### src/rtl/wb_retire_unit_if.sv
// MEM/WB payload in, register-file write port and retire status out.
interface wb_retire_unit_if #(
  parameter int WORD_SIZE = 16,
  parameter int RF_ADDR_W = 2,
  parameter int CNT_W     = 16
);
  logic                 valid_in;
  logic                 stall;
  logic [15:0]          instruction;
  logic [WORD_SIZE-1:0] m_data;
  logic [WORD_SIZE-1:0] alu_out;
  logic                 rf_write;
  logic [RF_ADDR_W-1:0] addr3;
  logic [WORD_SIZE-1:0] data3;
  logic                 fwd_valid;
  logic [WORD_SIZE-1:0] output_port;
  logic                 output_strobe;
  logic [CNT_W-1:0]     num_inst;
  logic                 is_halted;

  modport master (
    output valid_in, stall, instruction, m_data, alu_out,
    input  rf_write, addr3, data3, fwd_valid, output_port, output_strobe,
           num_inst, is_halted
  );

  modport slave (
    input  valid_in, stall, instruction, m_data, alu_out,
    output rf_write, addr3, data3, fwd_valid, output_port, output_strobe,
           num_inst, is_halted
  );
endinterface

### src/rtl/wb_retire_unit.sv
// Writeback/retire stage: registers MEM/WB payload, drives the RF write port,
// counts retired instructions, latches WWD output and a sticky halt.
module wb_retire_unit #(
  parameter int WORD_SIZE = 16,
  parameter int RF_ADDR_W = 2,
  parameter int LINK_REG  = 2,
  parameter int CNT_W     = 16
) (
  input logic          clk,
  input logic          reset_n,
  wb_retire_unit_if.slave wb
);
  localparam logic [3:0] OP_ADI = 4'd4,  OP_ORI = 4'd5, OP_LHI = 4'd6,
                         OP_LWD = 4'd7,  OP_JAL = 4'd10, OP_RRR = 4'd15;
  localparam logic [5:0] F_JPR = 6'd25, F_JRL = 6'd26, F_WWD = 6'd28, F_HLT = 6'd29;
  localparam int XW = (RF_ADDR_W > 2) ? RF_ADDR_W : 2;
  localparam logic [RF_ADDR_W-1:0] LINK_A = RF_ADDR_W'(LINK_REG);

  typedef struct packed {
    logic                 valid;
    logic [15:0]          instr;
    logic [WORD_SIZE-1:0] m_data;
    logic [WORD_SIZE-1:0] alu_out;
  } wb_req_t;

  wb_req_t              q;
  logic [CNT_W-1:0]     num_q;
  logic [WORD_SIZE-1:0] oport_q;
  logic                 strobe_q, halted_q;

  logic                 dec_wr, is_wwd, is_hlt, retire, capture;
  logic [RF_ADDR_W-1:0] dec_addr, rt_a, rd_a;
  logic [WORD_SIZE-1:0] dec_data;
  logic [XW-1:0]        rt_x, rd_x;

  // rt/rd fields are 2 bits; widen or narrow to the RF address width
  assign rt_x = XW'(q.instr[9:8]);
  assign rd_x = XW'(q.instr[7:6]);
  assign rt_a = rt_x[RF_ADDR_W-1:0];
  assign rd_a = rd_x[RF_ADDR_W-1:0];

  always_comb begin
    dec_wr   = 1'b0;
    dec_addr = '0;
    dec_data = '0;
    is_wwd   = 1'b0;
    is_hlt   = 1'b0;
    case (q.instr[15:12])
      OP_ADI, OP_ORI, OP_LHI: begin dec_wr = 1'b1; dec_addr = rt_a;   dec_data = q.alu_out; end
      OP_LWD:                 begin dec_wr = 1'b1; dec_addr = rt_a;   dec_data = q.m_data;  end
      OP_JAL:                 begin dec_wr = 1'b1; dec_addr = LINK_A; dec_data = q.alu_out; end
      OP_RRR: begin
        case (q.instr[5:0])
          F_JRL:   begin dec_wr = 1'b1; dec_addr = LINK_A; dec_data = q.alu_out; end
          F_WWD:   is_wwd = 1'b1;
          F_JPR:   ;
          F_HLT:   is_hlt = 1'b1;
          default: begin dec_wr = 1'b1; dec_addr = rd_a; dec_data = q.alu_out; end
        endcase
      end
      default: ;
    endcase
  end

  // A halting retire also blocks the capture on the same edge
  assign retire  = q.valid & ~wb.stall & ~halted_q;
  assign capture = ~wb.stall & ~halted_q & ~(retire & is_hlt);

  always_comb begin
    wb.rf_write      = retire & dec_wr;
    wb.addr3         = wb.rf_write ? dec_addr : '0;
    wb.data3         = wb.rf_write ? dec_data : '0;
    wb.fwd_valid     = wb.rf_write;
    wb.output_port   = oport_q;
    wb.output_strobe = strobe_q;
    wb.num_inst      = num_q;
    wb.is_halted     = halted_q;
  end

  always_ff @(posedge clk) begin
    if (!reset_n) begin
      q        <= '0;
      num_q    <= '0;
      oport_q  <= '0;
      strobe_q <= 1'b0;
      halted_q <= 1'b0;
    end else begin
      strobe_q <= retire & is_wwd;
      if (retire) begin
        num_q <= num_q + CNT_W'(1);
        if (is_wwd) oport_q  <= q.alu_out;
        if (is_hlt) halted_q <= 1'b1;
      end
      if (capture) q <= '{valid: wb.valid_in, instr: wb.instruction,
                          m_data: wb.m_data, alu_out: wb.alu_out};
    end
  end
endmodule
### src/flat_wrapper.sv
// flat-port wrapper written by rule: the top's interface ports become plain ports
module wb_retire_unit_flat 
#(
  parameter int WORD_SIZE = 16,
  parameter int RF_ADDR_W = 2,
  parameter int LINK_REG  = 2,
  parameter int CNT_W     = 16
)
  (clk, reset_n, wb_valid_in, wb_stall, wb_instruction, wb_m_data, wb_alu_out, wb_rf_write, wb_addr3, wb_data3, wb_fwd_valid, wb_output_port, wb_output_strobe, wb_num_inst, wb_is_halted);
  wb_retire_unit_if #(.WORD_SIZE(WORD_SIZE), .RF_ADDR_W(RF_ADDR_W), .CNT_W(CNT_W)) wb_i ();
  input logic clk;
  input logic reset_n;
  input wire logic [$bits(wb_i.valid_in)-1:0] wb_valid_in;
  input wire logic [$bits(wb_i.stall)-1:0] wb_stall;
  input wire logic [$bits(wb_i.instruction)-1:0] wb_instruction;
  input wire logic [$bits(wb_i.m_data)-1:0] wb_m_data;
  input wire logic [$bits(wb_i.alu_out)-1:0] wb_alu_out;
  output wire logic [$bits(wb_i.rf_write)-1:0] wb_rf_write;
  output wire logic [$bits(wb_i.addr3)-1:0] wb_addr3;
  output wire logic [$bits(wb_i.data3)-1:0] wb_data3;
  output wire logic [$bits(wb_i.fwd_valid)-1:0] wb_fwd_valid;
  output wire logic [$bits(wb_i.output_port)-1:0] wb_output_port;
  output wire logic [$bits(wb_i.output_strobe)-1:0] wb_output_strobe;
  output wire logic [$bits(wb_i.num_inst)-1:0] wb_num_inst;
  output wire logic [$bits(wb_i.is_halted)-1:0] wb_is_halted;
  assign wb_i.valid_in = wb_valid_in;
  assign wb_i.stall = wb_stall;
  assign wb_i.instruction = wb_instruction;
  assign wb_i.m_data = wb_m_data;
  assign wb_i.alu_out = wb_alu_out;
  assign wb_rf_write = wb_i.rf_write;
  assign wb_addr3 = wb_i.addr3;
  assign wb_data3 = wb_i.data3;
  assign wb_fwd_valid = wb_i.fwd_valid;
  assign wb_output_port = wb_i.output_port;
  assign wb_output_strobe = wb_i.output_strobe;
  assign wb_num_inst = wb_i.num_inst;
  assign wb_is_halted = wb_i.is_halted;
  wb_retire_unit #(.WORD_SIZE(WORD_SIZE), .RF_ADDR_W(RF_ADDR_W), .LINK_REG(LINK_REG), .CNT_W(CNT_W)) u_core (.clk(clk), .reset_n(reset_n), .wb(wb_i));
endmodule
### config.mk
export PLATFORM = sky130hd
export DESIGN_NAME = wb_retire_unit_flat
export DESIGN_NICKNAME = d
export VERILOG_FILES = /design/src/rtl/wb_retire_unit_if.sv /design/src/rtl/wb_retire_unit.sv /design/src/flat_wrapper.sv
export SDC_FILE = /design/constraint.sdc
export NUM_CORES = 1
export LEC_CHECK = 0
export CAP_MARGIN = 20
export CELL_PAD_IN_SITES_DETAIL_PLACEMENT = 0
export CELL_PAD_IN_SITES_GLOBAL_PLACEMENT = 2
export CORE_AREA = 2 2 85 168
export DETAILED_ROUTE_END_ITERATION = 12
export DIE_AREA = 0 0 87 170
export PLACE_DENSITY = 0.76
export SLEW_MARGIN = 20
export SYNTH_ARGS = -nofsm -noshare
export SYNTH_HDL_FRONTEND = slang
export SYNTH_SLANG_ARGS = --single-unit
### constraint.sdc
create_clock -name clk -period 2.64 [get_ports clk]
set_input_delay 0.792 -clock clk [delete_from_list [all_inputs] [get_ports clk]]
set_output_delay 0.792 -clock clk [all_outputs]
set_load 0.01 [all_outputs]
==> results of run 1 <==
-- state kept, by name (all words and copies together) (netlist names) --
name,cells
u_core.q,47
u_core.wb.num_inst,16
u_core.wb.output_port,16
u_core.wb.is_halted,1
u_core.wb.output_strobe,1
-- logic make-up (layout without fill, tap and decap cells) --
logic type               count (synthesis)  in the layout
XOR/XNOR                                 9              9
multiplexers                            24             24
adder cells (fa/ha/maj)                  1              1
AND/OR/NAND/NOR                        188            188
flip-flops                              81             81
other                                    0              1
AO/OA/AOI/OAI                           94             94
buffers and inverters                   35            156
-- what timing repair did --
item	CTS	global route
endpoints found under the setup margin	20	19
pin swaps	3	3
gates cloned	2	0
buffers inserted	4	3
resized for setup	109	26
-- cell usage after synthesis, drive strengths merged --
| cell type | number |
|---|---|
| nand4bb | 1 |
| or3 | 2 |
| clkbuf | 19 |
| or2 | 1 |
| a22oi | 1 |
| nor4 | 3 |
| nor2 | 29 |
| nor2b | 3 |
| o21ai | 62 |
| nand4 | 6 |
| ha | 1 |
| nand2b | 4 |
| a32o | 1 |
| and4 | 2 |
| dfxtp | 81 |
| xor2 | 5 |
| a21oi | 23 |
| nand2 | 70 |
| inv | 3 |
| xnor2 | 4 |
| nor3 | 3 |
| nand3 | 54 |
| a21o | 1 |
| nor3b | 2 |
| a41o | 1 |
| and3 | 4 |
| a21boi | 1 |
| mux2i | 24 |
| and2 | 1 |
| a311oi | 1 |
| buf | 13 |
| o221ai | 1 |
| and4bb | 2 |
| a31oi | 1 |
| nor4b | 1 |
| a32oi | 1 |
-- power breakdown --
part	total, mW	switching, mW	internal (mW)
sequential	1.30	0.0339	1.27
combinational	0.252	0.117	0.135
clock	1.32	0.497	0.823
-- layout by cell type (no fill, tap or decap), types with 2 or more instances in the layout --
cell type         n
a21oi_1           5
a21oi_2          14
a21oi_4           4
and3_1            4
buf_12            4
buf_2            19
buf_4            27
buf_6             5
buf_8             2
bufinv_16         2
clkbuf_16         9
clkdlybuf4s50_1  81
dfxtp_1          79
dfxtp_2           2
inv_1             2
mux2i_1          24
nand2_1          70
nand2b_1          4
nand3_1          54
nand4_1           5
nor2_1           29
nor2b_1           2
nor3_1            3
nor4_1            3
o21ai_0          38
o21ai_1          24
or3_1             2
xnor2_1           4
xor2_1            5
-- layer usage --
metal | share of wire | GRT usage
met5 | 0 | 0
met4 | 0.037 | 0.101
met3 | 0.034 | 0.0238
met2 | 0.53 | 0.262
met1 | 0.40 | 0.168
-- how the worst max path moves through the flow --
stage | startpoint | end | slack [ns] | cells after the start
finish | u_core.q[37]$_SDFFE_PN0P_ | wb_data3[5] | 0.01 | 6
global route | u_core.q[37]$_SDFFE_PN0P_ | wb_data3[10] | -0.07 | 6
CTS | wb_stall | wb_data3[7] | -0.21 | 8
detailed placement | wb_stall | wb_data3[1] | -0.74 | 6
global placement | wb_stall | wb_data3[11] | -0.71 | 6
floorplan | wb_stall | wb_rf_write | 0.01 | 5
-- critical path: cells and delay by family (launching register included) --
family,cells,cell delay [ns]
flip-flops,1,0.34
AO/OA/AOI/OAI,3,0.51
buffers and inverters,2,0.30
AND/OR/NAND/NOR,1,0.36
-- layout make-up --
type / instances / area, µm² / area share
Multi-Input combinational cell: 316 / 1910 / 0.358
Inverter: 3 / 11.3 / 0.00211
Antenna cell: 1 / 2.50 / 0.000470
Tap cell: 155 / 194 / 0.0364
Sequential cell: 81 / 1620 / 0.305
Timing Repair Buffer: 138 / 1270 / 0.239
Clock buffer: 10 / 229 / 0.0430
Clock inverter: 5 / 81.3 / 0.0153
-- through the flow --
stage	worst slack, ns	hold WS [ns]	power [mW]	instances
finish	0.0101	0.448	2.87	709
global route	-0.0670	0.472	2.99	709
CTS	-0.205	0.453	2.92	710
detailed placement	-0.736	0.445	1.57	689
global placement	-0.709	0.438	1.57	689
floorplan	0.00966	0.429	1.43	432
==> impl_metrics.py, run 1 <==
metrics = {
    "critical_path": {
        "cp_slowest_cell": "and4bb_4",
        "critPathKind": "register to primary output",
        "cpPeakStageDelay_ns": 0.36,
        "crit_fanout": 18,
        "cp-end-kind": "primary output",
        "cp.arrival_ns": 1.84,
        "critPathLaunchType": "register",
        "path_cells": "and4bb_4 -> a21boi_4 -> buf_12 -> o21ai_0 -> a21oi_2 -> buf_2",
        "r2r_cells": 6,
        "critPathRequiredTime_ns": 1.85,
        "timing.rr.start": "u_core.q[32]$_SDFFE_PN0P_",
        "r2r-end": "u_core.q[33]$_SDFFE_PN0P_",
        "reg2reg_slack_ns": 0.92,
    },
    "global_route": {
        "grt_pass1_wl_um": 17400,
        "track_usage": 0.153,
        "grt_pass1_vias": 3448,
        "antenna_found_initial": 1,
        "grt-ovfl-total": 0,
        "grt_max_degree": 89,
    },
    "pwr": {
        "ir_drop_mv": 0.300,
        "p_leak_nw": 2.05,
        "power.density_mw_per_mm2": 539,
    },
    "floorplanning": {
        "rows": 60,
        "io_pins": 106,
        "dieArea_mm2": 0.0148,
        "core_area_mm2": 0.0134,
        "die_w_um": 87,
        "die_h_um": 170,
        "start_util": 0.267,
    },
    "clock_tree": {
        "numCtsBuffers": 9,
        "htree_levels": 3,
        "path_clk_slew_ns": 0.06,
        "tritoncts": "done",
        "clk_root_buffer_cell": "clkbuf_16",
        "clk_path_buf_depth": 2,
        "hold_buffers": 0,
        "clk_latency_ns": 0.33,
        "clock-sinks": 81,
    },
    "place": {
        "hpwl_um": 7960,
        "placed_area_mm2": 0.00493,
        "portBuffers": 103,
        "place_congestion": 0.750,
    },
    "sta": {
        "slew_headroom": 0.713,
        "fin_crit_sh": 0.996,
        "tightest_slew_ns": 0.427,
        "fmax_mhz": 380,
        "drv_slew": 0,
        "min_period_ns": 2.63,
        "fin_tns_setup_ns": 0,
        "finalHoldViolations": 0,
        "grt_setup_unrepaired": "yes",
        "skew_ns": 0.00821,
        "setup_viol": 0,
    },
    "layout": {
        "fillers": 1383,
        "area_growth_pct": 48.5,
        "final_area_mm2": 0.00533,
        "post-route-util": 0.396,
        "nNetsFinal": 602,
        "drive_gt1_frac": 0.188,
    },
    "logic_synthesis": {
        "synth_seq_area_share": 0.452,
        "yosysWarnings": 0,
        "synthAdderAreaFrac": 0.00349,
        "synthSimpleGateAreaFrac": 0.256,
        "synth_cells": 432,
        "synth_area_per_cell_um2": 8.30,
        "synthXorXnorAreaFrac": 0.0220,
        "synth_seq_cells": 81,
        "synth_top_family_by_area": "simple AND/OR/NAND/NOR gates",
        "syn_area_mm2": 0.00359,
        "synth_cell_types": 45,
        "synthTopCellsByArea": "dfxtp_1 (45%), nand3_1 (7.5%), nand2_1 (7.3%), mux2i_1 (6.7%), o21ai_0 (6.1%)",
        "synth_top_area_cell": "dfxtp_1",
        "synth_fp_nets": 485,
        "muxShareOfSynthArea": 0.0670,
        "synth_compound_area_frac": 0.149,
        "yosysTopAreaCellShare": 0.452,
    },
    "run_status": {
        "status": "complete, no violations",
    },
    "worst_hold_path": {
        "whs_path_depth": 2,
        "hold_path_end": "u_core.q[21]$_SDFFE_PN0P_",
        "hold_path.class": "register to register",
        "min_from": "u_core.q[21]$_SDFFE_PN0P_",
    },
    "route": {
        "dr.first_iter.drc_count": 130,
        "drtAntennaViolNets": 0,
        "wl_per_cell_um": 15.6,
        "finalWirelength_um": 11000,
        "vias_per_cell": 4.87,
        "drc": 0,
        "vias": 3454,
        "firstDrtPassIters": 4,
    },
    "job": {
        "maxCapViolations": 0,
    },
}
Note: power is estimated with default switching activity, not from simulation.
==> inputs of run 2 (changes only) <==
Settings changed: CORE_AREA 2 2 85 168 to 2 2 72 143, DIE_AREA 0 0 87 170 to 0 0 74 145, DONT_BUFFER_PORTS set to 1, PLACE_DENSITY 0.76 to 0.78.
Clock period 2.64 ns to 3.04 ns, I/O delays scaled along.
==> run 2 against run 1 <==
Sequential share of layout area increased by 9.7 points. Flip-flop and latch count unchanged. Combinational power decreased by 59%. Power decreased by 21%. Cell area decreased by 24%. Clock power decreased by 20%.
==> impl_metrics.py, run 2 (synthesized netlist as in run 1, its figures left out) <==
metrics = {
    "sta": {
        "slew_headroom": 0.587,
        "fin_crit_sh": 0.947,
        "setup_viol": 0,
        "grt_setup_unrepaired": "no",
        "min_period_ns": 2.88,
        "setup_slack_ns": 0.161,
        "drv_slew": 0,
        "finalHoldViolations": 0,
        "skew_ns": 0.00787,
        "tightest_slew_ns": 0.618,
        "fmax_mhz": 347,
        "fin_tns_setup_ns": 0,
    },
    "layout": {
        "area_growth_pct": 12.5,
        "final_cells": 564,
        "final_common_cell": "dfxtp_1",
        "drive_gt1_frac": 0.0995,
        "largest_register_ffs": 47,
        "insertedDiodeCount": 0,
        "final_cell_mix": "dfxtp_1 (81), nand2_1 (70), nand3_1 (54), o21ai_0 (44), nor2_1 (29)",
        "post-route-util": 0.419,
        "nNetsFinal": 480,
        "regMostFlops": "u_core.q",
    },
    "route": {
        "drtAntennaViolNets": 0,
        "vias_per_cell": 5.28,
        "wl_per_cell_um": 16.9,
        "firstDrtPassIters": 6,
        "vias": 2979,
        "dr.first_iter.drc_count": 112,
        "drc": 0,
        "finalWirelength_um": 9550,
    },
    "critical_path": {
        "critPathLaunchType": "register",
        "r2r_cells": 4,
        "cpPeakStageDelay_ns": 0.49,
        "critPathKind": "register to primary output",
        "reg2reg_slack_ns": 1.20,
        "path_cells": "and4_4 -> a21boi_4 -> buf_12 -> o21ai_0 -> a21oi_1 -> buf_4",
        "cp_slowest_cell": "dfxtp_1",
        "critPathRequiredTime_ns": 2.13,
        "crit_fanout": 18,
        "cp-end-kind": "primary output",
        "cp-startpoint": "u_core.q[47]$_SDFFE_PN0P_",
        "timing.rr.start": "u_core.wb.is_halted$_SDFFE_PN0P_",
        "cp.arrival_ns": 1.97,
    },
    "worst_hold_path": {
        "min_from": "u_core.q[28]$_SDFFE_PN0P_",
        "whs_path_depth": 2,
        "hold_path.class": "register to register",
    },
    "floorplanning": {
        "rows": 51,
        "die_h_um": 145,
        "die_w_um": 74,
        "dieArea_mm2": 0.0107,
        "start_util": 0.372,
        "core_area_mm2": 0.00964,
        "io_pins": 106,
    },
    "pwr": {
        "p_leak_nw": 1.52,
        "power.density_mw_per_mm2": 566,
        "ir_drop_mv": 0.301,
    },
    "place": {
        "pre_cts_ws_ns": 0.251,
        "portBuffers": 0,
        "dp.cells": 547,
        "hpwl_um": 6840,
        "place_congestion": 0.756,
    },
    "clock_tree": {
        "htree_levels": 3,
        "numCtsBuffers": 9,
        "path_clk_slew_ns": 0.06,
        "clk_root_buffer_cell": "clkbuf_16",
        "clock-sinks": 81,
        "hold_buffers": 0,
        "clk_latency_ns": 0.34,
        "tritoncts": "done",
        "clk_path_buf_depth": 2,
    },
    "job": {
        "maxCapViolations": 0,
    },
    "global_route": {
        "antenna_found_initial": 0,
        "grt-ovfl-total": 0,
        "grt_pass1_vias": 2877,
        "grt_max_degree": 98,
        "grt_pass1_wl_um": 14800,
        "track_usage": 0.183,
    },
    "run_status": {
        "status": "complete, no violations",
    },
}
[run 2: metrics by stage]
step | cell area, µm² | hold slack, ns | total power, mW
3_5_place_dp | 3710 | 0.442 | 1.26
5_1_grt | 4030 | 0.465 | 2.38
6_report | 4030 | 0.450 | 2.28
2_1_floorplan | 3590 | 0.429 | 1.24
4_1_cts | 4000 | 0.453 | 2.32
3_3_place_gp | 3710 | 0.437 | 1.26
[run 2: cell type report]
| cell class | count | area [µm²] |
|---|---|---|
| Fill cell | 992 | 5600 |
| Multi-Input combinational cell | 316 | 1800 |
| Sequential cell | 81 | 1620 |
| Clock buffer | 11 | 253 |
| Tap cell | 132 | 165 |
| Timing Repair Buffer | 16 | 145 |
| Clock inverter | 5 | 36.3 |
| Inverter | 3 | 11.3 |
[run 2: critical path, delay by kind of cell, from the launching register on]
kind	cells	cell delay (ns)
simple gates	1	0.35
flops	1	0.49
compound gates	3	0.48
buf+inv	2	0.31
[run 2: power breakdown]
group          leakage, nW  internal [mW]  switching (mW)
combinational        0.717         0.0417          0.0612
clock                0.146          0.602           0.446
sequential           0.662           1.10          0.0328
[run 2: repair_timing]
action	in CTS	in global routing
setup endpoints to repair	3	20
setup buffers	0	1
gates resized for setup	1	2
[run 2: path summary, 6_finish.rpt]
kind                                         end
max                                  wb_data3[4]
min                    u_core.q[28]$_SDFFE_PN0P_
max reg2reg  u_core.wb.num_inst[15]$_SDFFE_PN0P_
min reg2reg            u_core.q[28]$_SDFFE_PN0P_
[run 2: per-layer routing]
metal / track usage / part of all wire / vias up
met1: 0.187 / 0.37 / 1383
met3: 0.0486 / 0.052 / 14
met5: 0 / 0 / -
met4: 0.0691 / 0.019 / 0
met2: 0.335 / 0.56 / 86
li1: - / - / 1496
